--- src/rtl/obi_arb_pkg.sv ---
// Shared types for the two-to-one OBI memory arbiter: FSM states, owner tags
// and a small helper that picks the opposite requester.
package obi_arb_pkg;

  typedef enum logic [1:0] {
    ARB_IDLE       = 2'd0,
    ARB_HOLD_INSTR = 2'd1,
    ARB_HOLD_DATA  = 2'd2
  } arb_state_e;

  typedef enum logic {
    OWNER_INSTR = 1'b0,
    OWNER_DATA  = 1'b1
  } owner_e;

  function automatic owner_e other_owner(input owner_e owner);
    return (owner == OWNER_INSTR) ? OWNER_DATA : OWNER_INSTR;
  endfunction

endpackage

--- src/rtl/obi_arb_tag_fifo.sv ---
// Owner-tag FIFO: remembers which requester each granted memory access belongs
// to so that in-order responses can be steered back to it.
module obi_arb_tag_fifo
  import obi_arb_pkg::*;
#(
  parameter int unsigned DEPTH = 2
) (
  input  logic   clk_i,
  input  logic   rst_ni,
  input  logic   push_i,
  input  owner_e push_tag_i,
  input  logic   pop_i,
  output logic   full_o,
  output logic   empty_o,
  output owner_e head_o
);

  localparam int unsigned PTR_W = (DEPTH > 1) ? $clog2(DEPTH) : 1;
  localparam int unsigned CNT_W = $clog2(DEPTH + 1);

  owner_e           r_mem [DEPTH];
  logic [PTR_W-1:0] r_wr_ptr;
  logic [PTR_W-1:0] r_rd_ptr;
  logic [CNT_W-1:0] r_cnt;
  logic             w_push;
  logic             w_pop;

  function automatic logic [PTR_W-1:0] ptr_inc(input logic [PTR_W-1:0] ptr);
    return (ptr == PTR_W'(DEPTH - 1)) ? '0 : ptr + 1'b1;
  endfunction

  assign w_push  = push_i && !full_o;
  assign w_pop   = pop_i && !empty_o;
  assign full_o  = (r_cnt == CNT_W'(DEPTH));
  assign empty_o = (r_cnt == '0);
  assign head_o  = r_mem[r_rd_ptr];

  // NOTE: sequential state uses <= so every flop samples pre-edge values.
  always_ff @(posedge clk_i or negedge rst_ni) begin
    if (!rst_ni) begin
      r_wr_ptr <= '0;
      r_rd_ptr <= '0;
      r_cnt    <= '0;
    end else begin
      if (w_push) r_wr_ptr <= ptr_inc(r_wr_ptr);
      if (w_pop)  r_rd_ptr <= ptr_inc(r_rd_ptr);
      case ({w_push, w_pop})
        2'b10:   r_cnt <= r_cnt + 1'b1;
        2'b01:   r_cnt <= r_cnt - 1'b1;
        default: ;
      endcase
    end
  end

  // NOTE: storage is not reset; the reset pointers/count make stale entries unreachable.
  always_ff @(posedge clk_i) begin
    if (w_push) r_mem[r_wr_ptr] <= push_tag_i;
  end

endmodule

--- src/rtl/obi_mem_arbiter.sv ---
// Round-robin two-to-one OBI arbiter letting the instruction and data ports
// share one single-ported memory, with in-order response routing.
module obi_mem_arbiter
  import obi_arb_pkg::*;
#(
  parameter int unsigned ADDR_WIDTH      = 32,
  parameter int unsigned DATA_WIDTH      = 32,
  parameter int unsigned MAX_OUTSTANDING = 2
) (
  input  logic                    clk_i,
  input  logic                    rst_ni,
  input  logic                    instr_req_i,
  output logic                    instr_gnt_o,
  output logic                    instr_rvalid_o,
  input  logic [ADDR_WIDTH-1:0]   instr_addr_i,
  output logic [DATA_WIDTH-1:0]   instr_rdata_o,
  input  logic                    data_req_i,
  output logic                    data_gnt_o,
  output logic                    data_rvalid_o,
  input  logic                    data_we_i,
  input  logic [DATA_WIDTH/8-1:0] data_be_i,
  input  logic [ADDR_WIDTH-1:0]   data_addr_i,
  input  logic [DATA_WIDTH-1:0]   data_wdata_i,
  output logic [DATA_WIDTH-1:0]   data_rdata_o,
  output logic                    mem_req_o,
  input  logic                    mem_gnt_i,
  input  logic                    mem_rvalid_i,
  output logic                    mem_we_o,
  output logic [DATA_WIDTH/8-1:0] mem_be_o,
  output logic [ADDR_WIDTH-1:0]   mem_addr_o,
  output logic [DATA_WIDTH-1:0]   mem_wdata_o,
  input  logic [DATA_WIDTH-1:0]   mem_rdata_i
);

  localparam int unsigned CNT_W = $clog2(MAX_OUTSTANDING + 1);

  arb_state_e       r_state;
  arb_state_e       w_state_nxt;
  owner_e           prio_q;
  owner_e           w_owner;
  owner_e           w_head;
  logic [CNT_W-1:0] count_q;
  logic             w_owner_req;
  logic             w_can_issue;
  logic             w_grant;
  logic             w_pop;
  logic             w_fifo_full;
  logic             w_fifo_empty;

  // Issue is gated on registered state only, so rvalid never reaches mem_req_o.
  assign w_can_issue = (count_q < CNT_W'(MAX_OUTSTANDING)) && !w_fifo_full;

  // NOTE: every signal gets a default first so no path leaves it unassigned (no latch).
  always_comb begin
    w_owner     = OWNER_INSTR;
    w_state_nxt = ARB_IDLE;
    case (r_state)
      ARB_HOLD_INSTR: w_owner = OWNER_INSTR;
      ARB_HOLD_DATA:  w_owner = OWNER_DATA;
      default: begin
        if (instr_req_i && data_req_i) w_owner = prio_q;
        else if (data_req_i)           w_owner = OWNER_DATA;
      end
    endcase

    w_owner_req = (w_owner == OWNER_DATA) ? data_req_i : instr_req_i;
    mem_req_o   = w_owner_req && w_can_issue;
    w_grant     = mem_req_o && mem_gnt_i;

    if (mem_req_o && !mem_gnt_i)
      w_state_nxt = (w_owner == OWNER_DATA) ? ARB_HOLD_DATA : ARB_HOLD_INSTR;
    else if (r_state != ARB_IDLE && w_owner_req && !w_grant)
      w_state_nxt = r_state;  // held request blocked by the outstanding limit
  end

  always_ff @(posedge clk_i or negedge rst_ni) begin
    if (!rst_ni) begin
      r_state <= ARB_IDLE;
      prio_q  <= OWNER_INSTR;
      count_q <= '0;
    end else begin
      r_state <= w_state_nxt;
      if (w_grant) prio_q <= other_owner(w_owner);
      case ({w_grant, w_pop})
        2'b10:   count_q <= count_q + 1'b1;
        2'b01:   count_q <= count_q - 1'b1;
        default: ;
      endcase
    end
  end

  assign mem_addr_o  = (w_owner == OWNER_DATA) ? data_addr_i  : instr_addr_i;
  assign mem_we_o    = (w_owner == OWNER_DATA) && data_we_i;
  assign mem_be_o    = (w_owner == OWNER_DATA) ? data_be_i    : '1;
  assign mem_wdata_o = (w_owner == OWNER_DATA) ? data_wdata_i : '0;

  assign instr_gnt_o = w_grant && (w_owner == OWNER_INSTR);
  assign data_gnt_o  = w_grant && (w_owner == OWNER_DATA);

  assign w_pop          = mem_rvalid_i && !w_fifo_empty;
  assign instr_rvalid_o = w_pop && (w_head == OWNER_INSTR);
  assign data_rvalid_o  = w_pop && (w_head == OWNER_DATA);
  assign instr_rdata_o  = mem_rdata_i;
  assign data_rdata_o   = mem_rdata_i;

  obi_arb_tag_fifo #(
    .DEPTH(MAX_OUTSTANDING)
  ) u_tag_fifo (
    .clk_i      (clk_i),
    .rst_ni     (rst_ni),
    .push_i     (w_grant),
    .push_tag_i (w_owner),
    .pop_i      (w_pop),
    .full_o     (w_fifo_full),
    .empty_o    (w_fifo_empty),
    .head_o     (w_head)
  );

  a_rvalid_with_pending : assert property (@(posedge clk_i) disable iff (!rst_ni)
    !(mem_rvalid_i && w_fifo_empty))
    else $warning("obi_mem_arbiter: mem_rvalid_i with no outstanding request");

  a_instr_hold_kept : assert property (@(posedge clk_i) disable iff (!rst_ni)
    (r_state == ARB_HOLD_INSTR) |-> instr_req_i)
    else $warning("obi_mem_arbiter: instr_req_i dropped before grant");

  a_data_hold_kept : assert property (@(posedge clk_i) disable iff (!rst_ni)
    (r_state == ARB_HOLD_DATA) |-> data_req_i)
    else $warning("obi_mem_arbiter: data_req_i dropped before grant");

endmodule
--- config.mk ---
export PLATFORM = sky130hd
export DESIGN_NAME = obi_mem_arbiter
export DESIGN_NICKNAME = d
export VERILOG_FILES = /design/src/rtl/obi_arb_pkg.sv /design/src/rtl/obi_arb_tag_fifo.sv /design/src/rtl/obi_mem_arbiter.sv
export SDC_FILE = /design/constraint.sdc
export NUM_CORES = 1
export LEC_CHECK = 0
export ABC_AREA = 0
export BUFFER_PORTS_ARGS = -buffer_cell sky130_fd_sc_hd__buf_2
export CORE_AREA = 5 5 104 106
export CTS_CLUSTER_DIAMETER = 40
export DETAILED_ROUTE_END_ITERATION = 8
export DIE_AREA = 0 0 109 111
export PLACE_DENSITY = 0.55
export SYNTH_ARGS = -nofsm -noshare
export SYNTH_HDL_FRONTEND = slang
export SYNTH_SLANG_ARGS = --single-unit
--- constraint.sdc ---
create_clock -name clk_i -period 2.8 [get_ports clk_i]
set_input_delay 0.28 -clock clk_i [delete_from_list [all_inputs] [get_ports clk_i]]
set_output_delay 0.28 -clock clk_i [all_outputs]
set_load 0.02 [all_outputs]
==> results of run 1 <==
layout make-up:
class | instances | area, µm² | area share (%)
multi-input combinational | 108 | 892.1 | 37.87
inverter | 7 | 26.28 | 1.115
tap | 133 | 166.4 | 7.063
clock buffer | 4 | 45.04 | 1.912
timing repair buffer | 185 | 940.9 | 39.94
sequential | 11 | 285.3 | 12.11
worst register-to-register path, delay by kind of cell (launching register included):
kind / cells / cell delay, ns
buffers and inverters: 1 / 0.06
XOR/XNOR: 1 / 0.15
multiplexers: 1 / 0.13
adder cells (fa/ha/maj): 2 / 0.61
flip-flops: 1 / 0.34
AO/OA/AOI/OAI: 1 / 0.19
AND/OR/NAND/NOR: 2 / 0.66
cells by family after synthesis:
group | count (synthesis) | share of synthesized area (%)
flops | 11 | 16.59
fa+ha+maj | 4 | 2.766
compound gates | 6 | 2.111
mux | 36 | 23.58
xor+xnor | 8 | 4.076
simple gates | 54 | 18.70
buf+inv | 80 | 32.17
through the flow:
step,hold WS (ns),util (%),instances
5_1_grt,0.3402,24.33,448
6_report,0.3201,24.33,448
3_5_place_dp,0.1499,23.76,443
2_1_floorplan,-0.01559,-,199
4_1_cts,0.3214,24.33,448
3_3_place_gp,0.1481,23.76,443
layer usage:
layer  up-vias  GRT usage (%)  wire [µm]
li1        803              -          -
met4         0          4.125        260
met3        23          2.388        821
met5         -              0          0
met1       703          7.554       1703
met2       134          14.62       2648
power by group:
| part | total (mW) | internal [mW] | switching [mW] | leakage, nW |
|---|---|---|---|---|
| clock | 0.158 | 0.0999 | 0.0577 | 0.0228 |
| combinational | 1.22 | 0.533 | 0.683 | 1.14 |
| sequential | 0.289 | 0.234 | 0.0546 | 0.127 |
| total | 1.66 | 0.867 | 0.795 | 1.29 |
sequential cells by signal, summed over array words and instances, names as in the netlist:
name,cells
u_tag_fifo.r_mem,2
u_tag_fifo.r_cnt,2
count_q,2
prio_q,1
u_tag_fifo.r_rd_ptr,1
r_state,2
u_tag_fifo.r_wr_ptr,1
worst max-delay path by stage:
stage | end | depth (start not counted) | start | slack [ns]
floorplan | mem_addr_o[23] | 7 | r_state[0] | 0.70
global placement | mem_addr_o[28] | 7 | r_state[1] | 0.61
detailed placement | mem_addr_o[28] | 7 | r_state[1] | 0.54
CTS | mem_addr_o[28] | 7 | r_state[1] | 0.28
global route | mem_addr_o[30] | 7 | r_state[0] | 0.17
finish | mem_addr_o[28] | 7 | r_state[1] | 0.31
cell usage after synthesis, drive strengths merged:
| library cell | n |
|---|---|
| o2bb2ai | 1 |
| xor2 | 2 |
| maj3 | 1 |
| a21o | 1 |
| nand3b | 3 |
| xnor2 | 6 |
| nor2 | 7 |
| buf | 69 |
| edfxtp | 2 |
| clkbuf | 4 |
| nor2b | 3 |
| nand2b | 5 |
| inv | 7 |
| ha | 3 |
| mux2i | 3 |
| and2 | 33 |
| nand2 | 1 |
| mux2 | 33 |
| o21ai | 2 |
| dfrtp | 9 |
| a21oi | 2 |
| or3 | 2 |
==> impl_metrics.csv, run 1 <==
group,metric,value,unit
cts,cts_max_level,1,
die,core.rowCount,36,
hold_path,hold-path-endpoint,"r_state[0]",
global_route,overall_routing_resource_usage,7.865,%
critical_path,timing.reg2reg.worst_path_depth,8,
hold_path,worst_hold_startpoint,"mem_gnt_i",
cts,cts_hold_buffers,1,
critical_path,crit_path_top_delay_cell,"mux2_1",
cts,clk_latency,0.23,ns
die,die_h,111,µm
power,cellPowerDensity,705.6,mW/mm²
synthesis,synth_top_cells_by_area,"buf_4 28%, dfrtp_1 13%, and2_1 12%",
sta,achievable-frequency,401.2,MHz
cts,post_cts.resized_instances,0,
synthesis,ys_warn_count,0,
placement,finalWeightedCongestion,0.7655,
synthesis,netlist_area,0.001719,mm²
sta,final.period_utilization,89.02,%
critical_path,critical_path_buf_inv_count,3,
detailed_routing,detail_route.first_pass.iterations,2,
synthesis,syn_inst,199,
sta,fin_setup_tns,0,ns
layout,finalInstanceArea,0.002356,mm²
critical_path,crit_path_start_kind,"flop",
sta,setup_repair_after_global_routing_missed_its_margin,"no",
status,status,"completed",
placement,place_worst_setup_slack,0.5406,ns
critical_path,worst_setup_path_end_kind,"output port",
cts,ctsLongestPathBuffers,2,
hold_path,hold_path.class,"input port to flop",
sta,max-slew-margin-rel,64.78,%
synthesis,netlist.top_cell.by_area,"buf_4",
cts,tritoncts,"yes",
critical_path,worst_path_largest_cell_delay,0.38,ns
synthesis,synth.ff_latch_count,11,
detailed_routing,routed-via-count,1663,
power,total_leakage_power,1.290,nW
synthesis,avgSynthCellArea,8.639,µm²
sta,hold_violations,0,
cts,cts.sinks,11,
sta,worst_clock_skew_on_the_final_layout,0.004604,ns
power,finalPower,1.662,mW
critical_path,required,2.52,ns
synthesis,number_of_different_library_cells_in_the_post_synthesis_netlist,27,
detailed_routing,drt_drc_violations_left,0,
layout,area_growth_syn_to_layout,37.05,%
sta,number_of_max_slew_violations_in_the_final_report,0,
layout,final_net_count,458,
sta,setup_violations,0,
die,total_die_area,0.01210,mm²
hold_path,worst_hold_path.num_cells,3,
synthesis,synth_fp_nets,341,
global_route,grt_overflow_total,0,
detailed_routing,routed_via_density,3.712,
critical_path,critPathTopFamily,"buffers and inverters",
detailed_routing,finalWirelength,5.433,mm
global_route,grt_max_degree,32,
critical_path,worst_r2r_setup_slack,0.59,ns
die,initial_utilization,17.75,%
layout,n_antenna_cell,0,
critical_path,crit_chain,"inv_1 -> ha_1 -> nand2b_1 -> o21ai_4 -> buf_4 -> mux2_1 -> buf_2",
power,vdd.ir_drop.worst,0.0002037,V
layout,layout-drive-gt1-share,64.76,%
cts,cts_bufs_inserted,3,
cts,postCtsSetupRepairBufs,0,
global_route,antenna_found_initial,0,
placement,io_buffer_count,180,
die,design.core.area,0.009684,mm²
sta,worstMarginPinSlew,0.5248,ns
die,boundaryPins,277,
synthesis,synth.yosys.seq_area_share,16.59,%
detailed_routing,post_drt_wl_per_cell,12.13,µm
placement,dpl.hpwl,4.827,mm
run,maxCapViolCount,0,
die,die_width,109,µm
global_route,grt_first_pass_wirelength,7.886,mm
layout,layout_filler_cell_count,1046,
critical_path,arrival,2.21,ns
cts,clock_tree.root_cell,"clkbuf_8",
sta,postLayoutSetupSlackWorst,0.3075,ns
critical_path,criticalPathCategory,"flop to output port",
synthesis,netlist.area_leader.share,27.95,%
sta,period_needed,2.493,ns
critical_path,critical_path.reg2reg.startpoint,"r_state[0]",
critical_path,r2r_end,"u_tag_fifo.r_cnt[1]",
layout,layout.cells.most_common,"buf_2",
global_route,grt_pass1_vias,1713,
cts,clk_transition_reported_paths,0.05,ns
placement,detailed_place.area,0.002301,mm²
layout,final_cell_mix,"180 x buf_2, 33 x and2_1, 18 x mux2_1",
critical_path,cp_max_fo,31,
detailed_routing,postRouteAntennaNets,0,
detailed_routing,drc_marker_count_from_the_first_detailed_route_iteration,33,
Power figures use the tool's default switching activity.
==> run 2: changes to the inputs <==
Settings changed: CELL_PAD_IN_SITES_DETAIL_PLACEMENT from default to 1, CELL_PAD_IN_SITES_GLOBAL_PLACEMENT from default to 1, CORE_AREA 5 5 104 106 to default, CORE_ASPECT_RATIO from default to 0.5, CORE_MARGIN from default to 5, CORE_UTILIZATION from default to 17, DIE_AREA 0 0 109 111 to default, PLACE_DENSITY 0.55 to 0.82.
==> run 2 against run 1 <==
  * Global-route usage grew 1.5 points
  * Final cell count unchanged
  * Highest routed layer unchanged
  * Clock skew decreased by 0.00094 ns
  * Largest power group unchanged
==> impl_metrics.csv, run 2 (synthesized netlist as in run 1, its figures left out) <==
group,metric,value,unit
status,status,"completed",
sta,setup_repair_after_global_routing_missed_its_margin,"no",
cts,clock_tree.root_cell,"clkbuf_16",
run,maxCapViolCount,0,
critical_path,cp_max_fo,48,
detailed_routing,detail_route.first_pass.iterations,2,
die,total_die_area,0.01235,mm²
layout,seqCellArea,285.3,µm²
detailed_routing,drc_marker_count_from_the_first_detailed_route_iteration,28,
sta,fin_setup_tns,0,ns
cts,tritoncts,"yes",
global_route,grt_first_pass_wirelength,9.349,mm
layout,post-route-util,24.74,%
layout,final_cell_mix,"180 x buf_2, 33 x and2_1, 18 x mux2_1",
sta,worst_clock_skew_on_the_final_layout,0.003667,ns
detailed_routing,drt_drc_violations_left,0,
global_route,grt_pass1_vias,1722,
critical_path,crit_path_top_delay_cell,"mux2_1",
hold_path,hold_path.class,"input port to flop",
critical_path,worst_setup_path_end_kind,"output port",
critical_path,worst_path_largest_cell_delay,0.39,ns
global_route,antenna_found_initial,0,
global_route,grt_overflow_total,0,
critical_path,crit_chain,"inv_1 -> ha_1 -> nand2b_1 -> o21ai_4 -> buf_12 -> mux2_1 -> buf_2",
critical_path,required,2.52,ns
die,die_width,152.2,µm
power,vdd.ir_drop.worst,0.0001964,V
layout,n_antenna_cell,0,
layout,layout.cells.most_common,"buf_2",
detailed_routing,routed_via_density,3.527,
detailed_routing,routed-via-count,1580,
critical_path,arrival,2.15,ns
global_route,met1_usage,10.02,%
die,initial_utilization,17.79,%
global_route,global_route.usage.met3,3.459,%
sta,hold_violations,0,
sta,number_of_max_slew_violations_in_the_final_report,0,
layout,layout_filler_cell_count,1219,
placement,io_buffer_count,180,
detailed_routing,post_drt_wl_per_cell,15.04,µm
layout,finalInstanceArea,0.002391,mm²
placement,placed_cells,443,
cts,cts.sinks,11,
cts,cts_bufs_inserted,3,
die,die_h,81.11,µm
placement,finalWeightedCongestion,0.7014,
cts,clk_transition_reported_paths,0.04,ns
global_route,grt_max_degree,49,
cts,cts_max_level,1,
global_route,groute.layer.met2.usage,17.96,%
sta,achievable-frequency,411.3,MHz
cts,ctsLongestPathBuffers,2,
layout,area_of_the_multi_input_gates,892.1,µm²
layout,layout-drive-gt1-share,64.86,%
cts,post_cts.resized_instances,0,
sta,worstMarginPinSlew,0.5739,ns
sta,setup_violations,0,
die,boundaryPins,277,
global_route,overall_routing_resource_usage,9.413,%
placement,dpl.hpwl,5.919,mm
layout,post_route_non_filler_standard_cell_count,448,
power,finalPower,1.810,mW
sta,max-slew-margin-rel,61.48,%
detailed_routing,finalWirelength,6.739,mm
layout,final_net_count,456,
critical_path,critPathTopFamily,"buffers and inverters",
global_route,globalRoute.busiestLayer,"met2",
sta,final.period_utilization,86.83,%
critical_path,criticalPathCategory,"flop to output port",
power,cellPowerDensity,757.1,mW/mm²
detailed_routing,postRouteAntennaNets,0,
critical_path,crit_path_start_kind,"flop",
die,core.rowCount,25,
die,design.core.area,0.009666,mm²
cts,clk_latency,0.24,ns
power,total_leakage_power,1.302,nW
layout,area_growth_syn_to_layout,39.08,%
sta,period_needed,2.431,ns
placement,detailed_place.area,0.002301,mm²
critical_path,critical_path_buf_inv_count,3,
run 2: area by class of cell:
| type | instances | area share [%] |
|---|---|---|
| well taps | 135 | 7.064 |
| flip-flops and latches | 11 | 11.93 |
| inverters | 7 | 1.099 |
| clock buffers | 3 | 3.140 |
| multi-input cells | 108 | 37.31 |
| repair buffers | 183 | 39.25 |
| clock inverters | 1 | 0.2093 |
run 2: per-stage QoR:
stage | hold WS (ns) | worst slack, ns
after floorplan | -0.01559 | 0.7034
after global placement | 0.1468 | 0.6652
after detailed placement | 0.1428 | 0.6116
after CTS | 0.3241 | 0.3520
after global routing | 0.3469 | 0.2478
final | 0.3228 | 0.3687
run 2: worst paths after layout:
check / slack [ns] / start / cells past startpoint / end
max: 0.37 / r_state[1] / 7 / mem_addr_o[2]
min: 0.32 / mem_gnt_i / 3 / r_state[0]
max reg2reg: 0.62 / r_state[0] / 9 / u_tag_fifo.r_cnt[1]
min reg2reg: 0.49 / u_tag_fifo.r_rd_ptr / 1 / u_tag_fifo.r_rd_ptr
max in group asynchronous: 2.18 / rst_ni / 2 / count_q[1]
min in group asynchronous: 0.43 / rst_ni / 2 / u_tag_fifo.r_rd_ptr
run 2: routing by layer:
metal / wire length [µm] / part of all wire, %
met1: 2404 / 36
met2: 3807 / 56
met5: 0 / 0
met3: 472 / 7.0
met4: 53 / 0.79
run 2: timing repair:
| action | CTS | global route |
|---|---|---|
| hold endpoints to repair | 9 | 0 |
| hold buffers | 1 | 0 |
| setup buffers | 0 | 0 |
run 2: worst register-to-register path, stage by stage, from the launching register on:
cell and delay (ns):
dfrtp_1 0.34, inv_1 0.06, ha_1 0.23, mux2i_1 0.13, o2bb2ai_1 0.16, or3_1 0.50, ha_1 0.27, xnor2_1 0.16
nor2_1 0.07, xor2_1 0.14
run 2: power by group:
group | switching (mW) | total, mW | internal (mW) | leakage, nW
Sequential | 0.0630 | 0.297 | 0.234 | 0.127
Combinational | 0.717 | 1.25 | 0.535 | 1.13
Clock | 0.0719 | 0.261 | 0.189 | 0.0409
Total | 0.852 | 1.81 | 0.959 | 1.30
